File: src/rtl/i2c_slave_regfile.sv
`timescale 1ns/1ps
`default_nettype none
// ============================================================================
// Module   : i2c_slave_regfile
// Purpose  : I2C slave serving an 8-bit register file through a pointer byte.
//            Runs entirely on CLK. SCL and SDA are synchronised and
//            glitch-filtered, and START/STOP are decoded in the CLK domain.
//            The pointer auto-increments on every written or transmitted byte.
// Ports    : CLK        system clock (>= 10x SCL)
//            RSTN       asynchronous active-low reset
//            SCL_IN     raw SCL pad level
//            SDA_IN     raw SDA pad level
//            SDA_OE     1 = pull SDA low, 0 = release
//            REGS       flat register file, reg k at [8k+7:8k]
//            WR_STROBE  one-CLK pulse per register write
//            WR_ADDR    index written, valid with WR_STROBE
//            BUSY       high from START to STOP
// Revision : 1.0 - initial release
// ============================================================================
module i2c_slave_regfile #(
  parameter logic [6:0] SLAVE_ADDR  = 7'h42,
  parameter int         PTR_W       = 4,
  parameter int         SYNC_STAGES = 2,
  parameter int         FILTER_LEN  = 3
) (
  input  logic                      CLK,
  input  logic                      RSTN,
  input  logic                      SCL_IN,
  input  logic                      SDA_IN,
  output logic                      SDA_OE,
  output logic [(2**PTR_W)*8-1:0]   REGS,
  output logic                      WR_STROBE,
  output logic [PTR_W-1:0]          WR_ADDR,
  output logic                      BUSY
);

  localparam int NREGS  = 2**PTR_W;
  localparam int FCNT_W = $clog2(FILTER_LEN + 1);

  // --------------------------------------------------------------------------
  // Input path: synchroniser followed by a persistence filter. Index 0 is
  // SCL, index 1 is SDA. Everything resets to 1 so the bus looks idle.
  // --------------------------------------------------------------------------
  logic [1:0] raw_in;
  logic [1:0] filt;

  assign raw_in = {SDA_IN, SCL_IN};

  for (genvar i = 0; i < 2; i++) begin : g_line
    logic [SYNC_STAGES-1:0] sync_q;
    logic [FCNT_W-1:0]      cnt_q;
    logic                   filt_q;

    always_ff @(posedge CLK or negedge RSTN) begin
      if (!RSTN) begin
        sync_q <= '1;
        cnt_q  <= '0;
        filt_q <= 1'b1;
      end else begin
        sync_q <= {sync_q[SYNC_STAGES-2:0], raw_in[i]};
        // cnt_q counts consecutive samples that disagree with the output;
        // the output flips on the FILTER_LEN-th such sample.
        if (sync_q[SYNC_STAGES-1] == filt_q) begin
          cnt_q <= '0;
        end else if (cnt_q == FCNT_W'(FILTER_LEN - 1)) begin
          filt_q <= ~filt_q;
          cnt_q  <= '0;
        end else begin
          cnt_q <= cnt_q + FCNT_W'(1);
        end
      end
    end

    assign filt[i] = filt_q;
  end

  // --------------------------------------------------------------------------
  // Bus events on the filtered lines
  // --------------------------------------------------------------------------
  logic scl_f, sda_f, scl_d, sda_d;
  logic scl_rise, scl_fall, start_det, stop_det;

  assign scl_f = filt[0];
  assign sda_f = filt[1];

  always_ff @(posedge CLK or negedge RSTN) begin
    if (!RSTN) begin
      scl_d <= 1'b1;
      sda_d <= 1'b1;
    end else begin
      scl_d <= scl_f;
      sda_d <= sda_f;
    end
  end

  assign scl_rise  =  scl_f & ~scl_d;
  assign scl_fall  = ~scl_f &  scl_d;
  // SCL must be high in both samples so an SCL edge is never taken for START/STOP.
  assign start_det =  scl_f &  scl_d &  sda_d & ~sda_f;
  assign stop_det  =  scl_f &  scl_d & ~sda_d &  sda_f;

  // --------------------------------------------------------------------------
  // Protocol FSM
  // --------------------------------------------------------------------------
  typedef enum logic [3:0] {
    S_IDLE    = 4'd0,
    S_ADDR    = 4'd1,
    S_ACK_A   = 4'd2,
    S_PTR     = 4'd3,
    S_ACK_W   = 4'd4,
    S_WR      = 4'd5,
    S_RD      = 4'd6,
    S_RD_ACK  = 4'd7,
    S_RD_NEXT = 4'd8,
    S_IGNORE  = 4'd9
  } state_t;

  state_t           state_q, state_n;
  logic [3:0]       bit_cnt_q, bit_cnt_n;
  logic [7:0]       shift_q, shift_n;
  logic [PTR_W-1:0] ptr, ptr_n;
  logic             sda_oe_q, oe_n;
  logic             busy_q, busy_n;
  logic             wr_stb_q, wr_stb_n;
  logic [PTR_W-1:0] wr_addr_q, wr_addr_n;
  logic             wr_en;
  logic [7:0]       regs_q [NREGS];
  logic [7:0]       rd_byte;
  logic             rx_state, byte_done;

  assign rd_byte   = regs_q[ptr];
  assign rx_state  = (state_q == S_ADDR) || (state_q == S_PTR) || (state_q == S_WR);
  // A received byte is complete once 8 bits are in; its ACK is driven on the next fall.
  assign byte_done = scl_fall && (bit_cnt_q == 4'd8);

  always_ff @(posedge CLK or negedge RSTN) begin
    if (!RSTN) begin
      state_q   <= S_IDLE;
      bit_cnt_q <= '0;
      shift_q   <= '0;
      ptr       <= '0;
      sda_oe_q  <= 1'b0;
      busy_q    <= 1'b0;
      wr_stb_q  <= 1'b0;
      wr_addr_q <= '0;
      for (int k = 0; k < NREGS; k++) regs_q[k] <= '0;
    end else begin
      state_q   <= state_n;
      bit_cnt_q <= bit_cnt_n;
      shift_q   <= shift_n;
      ptr       <= ptr_n;
      sda_oe_q  <= oe_n;
      busy_q    <= busy_n;
      wr_stb_q  <= wr_stb_n;
      wr_addr_q <= wr_addr_n;
      if (wr_en) regs_q[ptr] <= shift_q;
    end
  end

  always_comb begin
    state_n   = state_q;
    bit_cnt_n = bit_cnt_q;
    shift_n   = shift_q;
    ptr_n     = ptr;
    oe_n      = sda_oe_q;
    busy_n    = busy_q;
    wr_stb_n  = 1'b0;
    wr_addr_n = wr_addr_q;
    wr_en     = 1'b0;

    if (start_det) begin
      state_n   = S_ADDR;
      bit_cnt_n = '0;
      oe_n      = 1'b0;
      busy_n    = 1'b1;
    end else if (stop_det) begin
      state_n = S_IDLE;
      oe_n    = 1'b0;
      busy_n  = 1'b0;
    end else begin
      if (rx_state && scl_rise && (bit_cnt_q != 4'd8)) begin
        shift_n   = {shift_q[6:0], sda_f};
        bit_cnt_n = bit_cnt_q + 4'd1;
      end

      case (state_q)
        S_ADDR: begin
          if (byte_done) begin
            if (shift_q[7:1] == SLAVE_ADDR) begin
              oe_n    = 1'b1;
              state_n = S_ACK_A;
            end else begin
              state_n = S_IGNORE;
            end
          end
        end
        S_ACK_A: begin
          // shift_q[0] still holds the R/W bit of the address byte.
          if (scl_fall) begin
            if (shift_q[0]) begin
              shift_n   = rd_byte;
              oe_n      = ~rd_byte[7];
              bit_cnt_n = 4'd1;
              state_n   = S_RD;
            end else begin
              oe_n      = 1'b0;
              bit_cnt_n = '0;
              state_n   = S_PTR;
            end
          end
        end
        S_PTR: begin
          if (byte_done) begin
            ptr_n   = shift_q[PTR_W-1:0];
            oe_n    = 1'b1;
            state_n = S_ACK_W;
          end
        end
        S_ACK_W: begin
          if (scl_fall) begin
            oe_n      = 1'b0;
            bit_cnt_n = '0;
            state_n   = S_WR;
          end
        end
        S_WR: begin
          if (byte_done) begin
            wr_en     = 1'b1;
            wr_stb_n  = 1'b1;
            wr_addr_n = ptr;
            ptr_n     = ptr + PTR_W'(1);
            oe_n      = 1'b1;
            state_n   = S_ACK_W;
          end
        end
        S_RD: begin
          // bit_cnt_q counts bits already placed on the bus.
          if (scl_fall) begin
            if (bit_cnt_q == 4'd8) begin
              oe_n    = 1'b0;
              ptr_n   = ptr + PTR_W'(1);
              state_n = S_RD_ACK;
            end else begin
              shift_n   = {shift_q[6:0], 1'b0};
              oe_n      = ~shift_q[6];
              bit_cnt_n = bit_cnt_q + 4'd1;
            end
          end
        end
        S_RD_ACK: begin
          if (scl_rise) begin
            state_n = sda_f ? S_IGNORE : S_RD_NEXT;
          end
        end
        S_RD_NEXT: begin
          if (scl_fall) begin
            shift_n   = rd_byte;
            oe_n      = ~rd_byte[7];
            bit_cnt_n = 4'd1;
            state_n   = S_RD;
          end
        end
        S_IGNORE: begin
          oe_n = 1'b0;
        end
        default: begin
          state_n = S_IDLE;
          oe_n    = 1'b0;
        end
      endcase
    end
  end

  // --------------------------------------------------------------------------
  // Outputs
  // --------------------------------------------------------------------------
  for (genvar k = 0; k < NREGS; k++) begin : g_flat
    assign REGS[8*k +: 8] = regs_q[k];
  end

  assign SDA_OE    = sda_oe_q;
  assign WR_STROBE = wr_stb_q;
  assign WR_ADDR   = wr_addr_q;
  assign BUSY      = busy_q;

endmodule
`default_nettype wire

File: config.mk
export PLATFORM = sky130hd
export DESIGN_NAME = i2c_slave_regfile
export DESIGN_NICKNAME = d
export VERILOG_FILES = /design/src/rtl/i2c_slave_regfile.sv
export SDC_FILE = /design/constraint.sdc
export NUM_CORES = 1
export LEC_CHECK = 0
export BUFFER_PORTS_ARGS = -buffer_cell sky130_fd_sc_hd__buf_4
export CAP_MARGIN = 15
export CELL_PAD_IN_SITES_DETAIL_PLACEMENT = 0
export CELL_PAD_IN_SITES_GLOBAL_PLACEMENT = 1
export CORE_MARGIN = 2
export CORE_UTILIZATION = 40
export CTS_CLUSTER_SIZE = 20
export DETAILED_ROUTE_END_ITERATION = 10
export GPL_TIMING_DRIVEN = 0
export PLACE_DENSITY_LB_ADDON = 0.05
export RECOVER_POWER = 50
export SLEW_MARGIN = 20
export SYNTH_ARGS = -nofsm -noshare
export SYNTH_HDL_FRONTEND = slang
export SYNTH_SLANG_ARGS = --single-unit
File: constraint.sdc
create_clock -name CLK -period 3.55 [get_ports CLK]
set_input_delay 0 -clock CLK [delete_from_list [all_inputs] [get_ports CLK]]
set_output_delay 0 -clock CLK [all_outputs]
set_load 0.02 [all_outputs]
==> impl_metrics.ini <==
[critical_path]
rrSetupSlack_ns = 0.34
end_kind = register
crit_type = register to register
cp.required_ns = 3.86
crit_fanout = 10
cp-start-kind = register
arrival_ns = 3.52

[clock_tree]
clk_path_buf_depth = 2
cts_resized = 0
clock_latency_ns = 0.45
cts.reportedPaths.clkPinSlew_ns = 0.08
cts_root_buf = clkbuf_16
cts_buffers = 17
htreeDepth = 4
clock_sinks = 167
cts_tree = done

[logic_synthesis]
netlist_area_um2 = 8461
synth-edff-count = 0
ys.warnings.count = 0
synth_largest_area_cell = dfrtp_1
syn_area_per_cell_um2 = 13.16
ys_ff_latch = 167
ys_seq_area_share_pct = 49.51
async_flop_share_pct = 100.0
synth_area_leaders = dfrtp_1, mux2_2, mux4_2
synth_nets = 653
yosys.area.top_type_share_pct = 47.03
ys.flop_type = dfrtp_1
synth_cell_type_count = 64
synth_cells = 643

[timing]
hold_violations = 0
finalSetupViolations = 0
fin_setup_tns_ns = 0
period_needed_ns = 3.206
max_freq_mhz = 311.9
whs_ns = 0.2190
min_period_over_period_pct = 90.31
layout_setup_ws_ns = 0.3440
slew_violations = 76
relSlewSlack_pct = -31.96
rsz0062_at_grt = false
skew_ns = 0.01433
tightest_slew_ns = 1.979

[outcome]
violations = max-capacitance violations, max-slew violations
status = finished with violations

[floorplanning]
start_util_pct = 40.50
io_pins = 139
die_area_um2 = 22330
core_area_um2 = 20890
die_w_um = 149.4
rows = 53
fp.dieH_um = 149.4

[drt]
wire_per_inst_um = 23.67
wl_um = 25850
num_vias = 6099
drt_pass1_iterations = 5
ant_nets = 0
vias_per_cell = 5.585
drc = 0
drt-initial-drc-count = 411

[place]
port_buffers = 138
routabilityCongestion = 0.9132
dp_hpwl_um = 18800
pre_cts_ws_ns = 0.2746
place_inst = 1057

[final_layout]
num-fill-cells = 2019
drive_above_1_share_pct = 29.74
ff_latch_area_um2 = 4189
post-route-util_pct = 47.79
area_growth_pct = 18.00
antenna_cells = 0
multi_input_area_um2 = 4051
finalNonFillerCells = 1092
fin_nets = 814

[power_and_ir_drop]
ir_drop_mv = 0.3149
power.leakage_uw = 0.004337
pwr_density_cell_nw_per_um2 = 549.3

[grt]
grt_max_degree = 93
antenna_found_initial = 0
grt_first_pass_wirelength_um = 39300
grt_pass1_vias = 6287
grt.total_usage_pct = 24.12
grt_overflow = 0

[job]
cap_violations = 1

[worst_hold_path]
min_path_type = input pin to register
## stage by stage
step           power (uW)  area (um^2)
6_report             5484         9983
4_1_cts              5523        10500
3_5_place_dp         3658         9876
3_3_place_gp         3621         9841
2_1_floorplan        3158         8461
5_1_grt              5762         9983
## cell usage after synthesis (3+ instances only)
library cell  instances
a21boi_0              3
buf_2                 5
nor3_4                4
nand2_4               4
ha_1                  6
nand2_1              26
a22oi_1               8
mux2_2              133
mux2_1                7
dfrtp_1             159
a31oi_1               9
nand3_1              13
o22ai_1               5
o21ai_0              11
nor2_1               15
nor2_2               12
nor3_1               10
xor2_1                3
xnor2_1               4
mux2i_1               9
dfstp_2               8
inv_1                 8
mux4_2               36
o311ai_0              4
nor3b_1               5
o211ai_1              9
o21bai_1              3
nand2b_1             13
a21oi_1              11
clkbuf_1             42
nor2b_1              11
o31ai_1               4
## final cells by class
type / instances / share of cell area, %
Buffer: 49 / 1.905
Clock buffer: 18 / 4.399
Clock inverter: 14 / 1.554
Inverter: 8 / 0.3008
Multi-Input combinational cell: 419 / 40.58
Sequential cell: 167 / 41.96
Tap cell: 275 / 3.447
Timing Repair Buffer: 142 / 5.853
## critical path, cell delays in order (launching register included)
cell,delay [ns]
dfrtp_1,0.38
clkbuf_1,0.60
clkbuf_1,0.70
mux4_2,0.43
mux2i_1,0.27
o22ai_1,0.17
o311ai_0,0.37
a211oi_1,0.14
## layout by cell type (no fill, tap or decap), drive strengths merged, types with 4 or more instances in the layout
cell      n
clkbuf  198
dfrtp   159
mux2    140
mux4     36
nand2    30
nor2     27
inv      15
nand2b   14
nor3     14
nand3    13
o21ai    11
nor2b    11
a21oi    11
o211ai    9
a31oi     9
mux2i     9
a22oi     8
dfstp     8
buf       8
ha        6
nor3b     5
o22ai     5
clkinv    5
xnor2     4
o311ai    4
o31ai     4
## state kept, by name, summed over array words and instances, names as in the netlist, 2 cells and up
name,cells
g_line.cnt_q,4
state_q,4
ptr,4
bit_cnt_q,4
shift_q,8
g_line.sync_q,4
REGS,128
g_line.filt_q,2
WR_ADDR,4
## final timing paths
path	start	endpoint	cells after the start
min	SCL_IN	g_line[0].sync_q[0]	2
max in group asynchronous	RSTN	REGS[52]	3
max	ptr[1]	shift_q[1]	7
min in group asynchronous	RSTN	g_line[0].cnt_q[0]	2
max reg2reg	ptr[1]	shift_q[1]	7
min reg2reg	g_line[1].sync_q[0]	g_line[1].sync_q[1]	0
## timing repair
item,CTS,global route
endpoints found under the hold margin,77,0
endpoints found under the setup margin,0,0
hold buffers,3,0
buffers inserted,0,0
## cell families after synthesis
logic type / Yosys count / share of synthesized area [%]
DFF: 167 / 49.51
xor gates and xnor gates: 7 / 0.7247
adders and majority gates: 6 / 0.8873
buffers and inverters: 57 / 2.603
and+or+nand+nor: 134 / 9.805
muxes: 185 / 29.28
AOI/OAI and AO/OA: 87 / 7.187
## power breakdown
group | internal (uW) | switching [uW] | total, uW | leakage, uW
Sequential | 2040 | 107 | 2150 | 0.00228
Clock | 961 | 894 | 1850 | 0.000285
Combinational | 487 | 990 | 1480 | 0.00177
Total | 3490 | 1990 | 5480 | 0.00434
## routing by layer
metal	vias up	wire length, um	track usage, %
met3	32	1157	4.390
met1	3174	11050	32.27
li1	2725	-	-
met2	168	13060	39.86
met4	0	584	7.905
met5	-	0	0
Power figures use the tool's default switching activity.
